===== src/rtl/hansen_trap_unit.sv =====
// Trap controller for hansen_core: captures illegal-opcode traps, redirects fetch
// to the handler vector and back to mepc+4 on mret, and halts on a double fault.
module hansen_trap_unit #(
  parameter int unsigned     XLEN        = 32,
  parameter logic [XLEN-1:0] TRAP_VECTOR = 32'h0000_0100,
  parameter int unsigned     CNT_W       = 8
) (
  input  logic             clk,
  input  logic             reset,
  input  logic             trap_req,
  input  logic [XLEN-1:0]  trap_pc,
  input  logic [XLEN-1:0]  trap_instr,
  input  logic             mret,
  input  logic             redirect_ready,
  output logic             redirect_valid,
  output logic [XLEN-1:0]  redirect_pc,
  output logic             flush,
  output logic [XLEN-1:0]  mepc,
  output logic [3:0]       mcause,
  output logic [XLEN-1:0]  mtval,
  output logic             in_handler,
  output logic             halted,
  output logic [CNT_W-1:0] trap_count
);

  localparam logic [3:0] CAUSE_ILLEGAL = 4'd2;
  localparam logic [3:0] CAUSE_DOUBLE  = 4'd15;

  typedef enum logic [2:0] {
    S_IDLE,
    S_TRAP_REDIR,
    S_HANDLER,
    S_RET_REDIR,
    S_HALT
  } state_e;

  state_e           state_q;
  logic [CNT_W-1:0] trap_count_d;
  logic [XLEN-1:0]  ret_pc_d;
  logic             xfer;

  // The counter sticks at all-ones instead of wrapping.
  assign trap_count_d = (&trap_count) ? trap_count : trap_count + 1'b1;
  assign ret_pc_d     = mepc + XLEN'(4);
  assign xfer         = redirect_valid && redirect_ready;

  // NOTE: every register here, including state and outputs, uses non-blocking
  // assignment so all of them update together from the pre-edge values.
  always_ff @(posedge clk) begin
    if (!reset) begin
      state_q        <= S_IDLE;
      redirect_valid <= 1'b0;
      redirect_pc    <= '0;
      flush          <= 1'b0;
      mepc           <= '0;
      mcause         <= '0;
      mtval          <= '0;
      in_handler     <= 1'b0;
      halted         <= 1'b0;
      trap_count     <= '0;
    end else begin
      flush <= 1'b0;
      case (state_q)
        S_IDLE: begin
          if (trap_req) begin
            state_q        <= S_TRAP_REDIR;
            mepc           <= trap_pc;
            mtval          <= trap_instr;
            mcause         <= CAUSE_ILLEGAL;
            trap_count     <= trap_count_d;
            redirect_valid <= 1'b1;
            redirect_pc    <= TRAP_VECTOR;
            flush          <= 1'b1;
          end
        end
        S_TRAP_REDIR: begin
          if (xfer) begin
            state_q        <= S_HANDLER;
            redirect_valid <= 1'b0;
            in_handler     <= 1'b1;
          end
        end
        S_HANDLER: begin
          // A trap inside the handler beats a simultaneous mret.
          if (trap_req) begin
            state_q    <= S_HALT;
            mcause     <= CAUSE_DOUBLE;
            trap_count <= trap_count_d;
            in_handler <= 1'b0;
            halted     <= 1'b1;
          end else if (mret) begin
            state_q        <= S_RET_REDIR;
            redirect_valid <= 1'b1;
            redirect_pc    <= ret_pc_d;
            flush          <= 1'b1;
          end
        end
        S_RET_REDIR: begin
          if (xfer) begin
            state_q        <= S_IDLE;
            redirect_valid <= 1'b0;
            in_handler     <= 1'b0;
          end
        end
        S_HALT:  state_q <= S_HALT;
        default: state_q <= S_IDLE;
      endcase
    end
  end

endmodule


===== config.mk =====
export PLATFORM = sky130hd
export DESIGN_NAME = hansen_trap_unit
export DESIGN_NICKNAME = d
export VERILOG_FILES = /design/src/rtl/hansen_trap_unit.sv
export SDC_FILE = /design/constraint.sdc
export NUM_CORES = 1
export LEC_CHECK = 0
export CORE_ASPECT_RATIO = 0.6
export CORE_MARGIN = 5
export CORE_UTILIZATION = 44
export CTS_BUF_LIST = sky130_fd_sc_hd__clkbuf_16
export CTS_CLUSTER_DIAMETER = 80
export DETAILED_ROUTE_END_ITERATION = 7
export PLACE_DENSITY = 0.8
export SLEW_MARGIN = 5
export SYNTH_ARGS = -nofsm -noshare
export SYNTH_HDL_FRONTEND = slang
export SYNTH_SLANG_ARGS = --single-unit

===== constraint.sdc =====
create_clock -name clk -period 2.8 [get_ports clk]
set_clock_uncertainty 0.2 [all_clocks]
set_input_delay 0.28 -clock clk [delete_from_list [all_inputs] [get_ports clk]]
set_output_delay 0.28 -clock clk [all_outputs]
set_load 0.01 [all_outputs]

==> flow_summary.json <==
{
  "synth_cell_type_count": 54,
  "synth_top_area_share_pct": 47.8,
  "cp_max_fo": 18,
  "rsz0062_at_grt": "false",
  "grt-ovfl-total": 0,
  "reg2reg_to": "redirect_pc[31]",
  "finalSetupTns_ns": 0,
  "start_kind": "flip-flop",
  "fin_nets": 832,
  "syn_to_final_growth_pct": 51.7,
  "place_ws_ns": 0.228,
  "period_share_pct": 93.3,
  "grt_max_degree": 85,
  "ys_seq_area_share_pct": 47.8,
  "tritoncts": "built",
  "wl_per_cell_um": 16.7,
  "avgSynthCellArea_um2": 8.08,
  "die-area_mm2": 0.0130,
  "max_stage_delay_ns": 0.84,
  "crit_family": "simple AND/OR/NAND/NOR gates",
  "die_y_um": 90.4,
  "cp_cell_sequence": "nand4_2, or4_1, o41a_1, a221o_1",
  "num_antenna_cells": 0,
  "first_pass_iters": 5,
  "ctsHoldBuffers": 0,
  "max_slew_margin_pct": 41.5,
  "syn-instance-count": 586,
  "dp.cells": 881,
  "max_freq_mhz": 383,
  "core-area_mm2": 0.0105,
  "synth-edff-count": 0,
  "cp.required_ns": 2.89,
  "start_util_pct": 45.0,
  "clk_latency_ns": 0.40,
  "hold_ws_ns": 0.219,
  "htree_levels": 4,
  "gp_congestion": 0.860,
  "hold_end": "mtval[2]",
  "min_path_type": "in -> reg",
  "antenna_found_initial": 0,
  "grt_pass1_wl_um": 24800,
  "arrival_ns": 2.70,
  "slew_violations": 0,
  "critPathCaptureType": "flip-flop",
  "ir_drop_mv": 0.543,
  "whs_path_depth": 3,
  "core.rowCount": 29,
  "ys_warn_count": 0,
  "netlist_area_mm2": 0.00473,
  "yosysMostFrequentCell": "nand2_1",
  "post-route-min-period_ns": 2.61,
  "first_iter_violations": 342,
  "outcome": "finished, final reports clean",
  "first_global_vias": 4916,
  "crit_type": "reg -> reg",
  "cp_slowest_cell": "or4_1",
  "p_leak_nw": 2.65,
  "syn-num-nets": 657,
  "clockBufferDepth": 2,
  "wl_um": 15300,
  "synth.ff_latch_count": 113,
  "detailed_place_hpwl_um": 10900,
  "layout.cells.non_filler": 913,
  "crit_buf_inv": 0,
  "synth_top_area_cell": "dfxtp_1",
  "drive_gt1_share_pct": 7.11,
  "hold_viol_final": 0,
  "drc_errors": 0,
  "synth.area.top_cells": "dfxtp_1 (48%), nand2_1 (12%), a21oi_1 (8.5%), nand3_1 (4.7%), clkbuf_1 (2.4%)",
  "io_pins": 181,
  "vias": 5042,
  "fin_ws_ns": 0.188,
  "worst_slew_pin_slew_ns": 0.877,
  "worst-r2r-setup-slack_ns": 0.19,
  "synth-async-reset-ratio_pct": 0,
  "setup_violations": 0,
  "die-width_um": 144,
  "synthTopCellsByCount": "nand2_1 (147), dfxtp_1 (113), a21oi_1 (80)",
  "cts_resized": 0,
  "ant_nets": 0,
  "cts_setup_buffers": 0,
  "clock-sinks": 113,
  "grt_usage_pct": 23.6,
  "cts_buffers": 17,
  "cts_root_buf": "clkbuf_16",
  "viasPerCell": 5.52,
  "port_buffers": 180,
  "reg2regPathDepth": 4,
  "ys.flop_type": "dfxtp_1",
  "p_per_area_mw_per_mm2": 586,
  "path_clk_slew_ns": 0.06,
  "drv_cap": 0,
  "r2r_start": "mepc[17]",
  "hp-start": "trap_instr[2]"
}
==> per-layer routing <==
| metal | up-vias | global-route usage (%) | wire length (um) |
|---|---|---|---|
| met5 | - | 0 | 0 |
| met4 | 0 | 9.64 | 388 |
| met3 | 40 | 6.67 | 1320 |
| met2 | 207 | 34.6 | 6730 |
| met1 | 2372 | 32.5 | 6840 |
| li1 | 2423 | - | - |
==> metrics by stage <==
step                power (W)  utilization (%)  area, um2
floorplan             0.00202                -       4730
global placement      0.00234             63.4       6670
detailed placement    0.00236             63.4       6670
CTS                   0.00423             68.3       7180
global route          0.00436             68.3       7180
finish                0.00421             68.3       7180
==> registers in the layout, indices dropped and copies added, names as in the netlist, 2 cells and up <==
register / cells
state_q: 3
mcause: 2
trap_count: 8
mepc: 32
mtval: 32
redirect_pc: 32
==> worst reg2reg max path: cells and delay by family, from the launching register on <==
| kind | cells | cell delay (ns) |
|---|---|---|
| DFF | 1 | 0.46 |
| AOI/OAI and AO/OA | 2 | 0.80 |
| and+or+nand+nor | 2 | 1.04 |
==> worst max-delay path by stage <==
stage | slack (ns) | start | end | cells past startpoint
after global placement | 0.26 | trap_req | redirect_pc[19] | 5
after floorplan | 0.58 | mepc[15] | redirect_pc[31] | 5
after global routing | 0.14 | mepc[17] | redirect_pc[31] | 4
after CTS | 0.24 | mepc[16] | redirect_pc[31] | 4
final | 0.19 | mepc[17] | redirect_pc[31] | 4
after detailed placement | 0.23 | trap_req | redirect_pc[19] | 5
==> final cells by class <==
cell class	count	area (um2)
clock buffer	17	425
clock inverter	15	90.1
fill	818	3340
inverter	5	18.8
multi-input combinational	426	2260
sequential	113	2260
tap	139	174
timing repair buffer	198	1950
==> cells in the final DEF, fill, tap and decap left out, types with 2 or more instances in the layout <==
cell / synthesis / final
a21oi_1: 80 / 80
and2_1: 2 / 2
or2_2: 2 / 2
clkdlybuf4s50_1: 0 / 180
dfxtp_1: 113 / 113
nand3_1: 44 / 44
or4_1: 13 / 13
xor2_1: 7 / 7
a22oi_1: 3 / 3
and3_1: 2 / 2
xnor2_1: 6 / 6
o21ai_0: 10 / 10
a221o_1: 2 / 2
and4_1: 5 / 5
nor3_1: 12 / 11
inv_1: 5 / 11
a21boi_0: 2 / 2
nand4_2: 2 / 2
nor3b_1: 3 / 3
nand4_1: 14 / 14
a22o_1: 5 / 5
ha_1: 2 / 2
o211ai_1: 13 / 13
nor2_1: 22 / 21
buf_4: 3 / 17
nand2_1: 147 / 147
nor4_1: 3 / 3
or4b_1: 2 / 2
clkinv_2: 0 / 6
clkbuf_16: 0 / 17
==> power breakdown <==
group | internal, W | total [W] | leakage [nW] | switching (W)
sequential | 0.00169 | 0.00177 | 0.922 | 0.0000829
combinational | 0.000290 | 0.000559 | 1.44 | 0.000269
clock | 0.00118 | 0.00188 | 0.286 | 0.000703
==> logic make-up (layout without fill, tap and decap cells) <==
logic type      count (synthesis)  count (layout)  share of synthesized area (%)
flops                         113             113                           47.8
mux                             2               2                          0.449
buf+inv                        47             235                           4.73
fa+ha+maj                       2               2                          0.528
simple gates                  283             283                           28.4
xor+xnor                       13              13                           2.40
compound gates                126             126                           15.7
(Power assumes the default switching activity.)
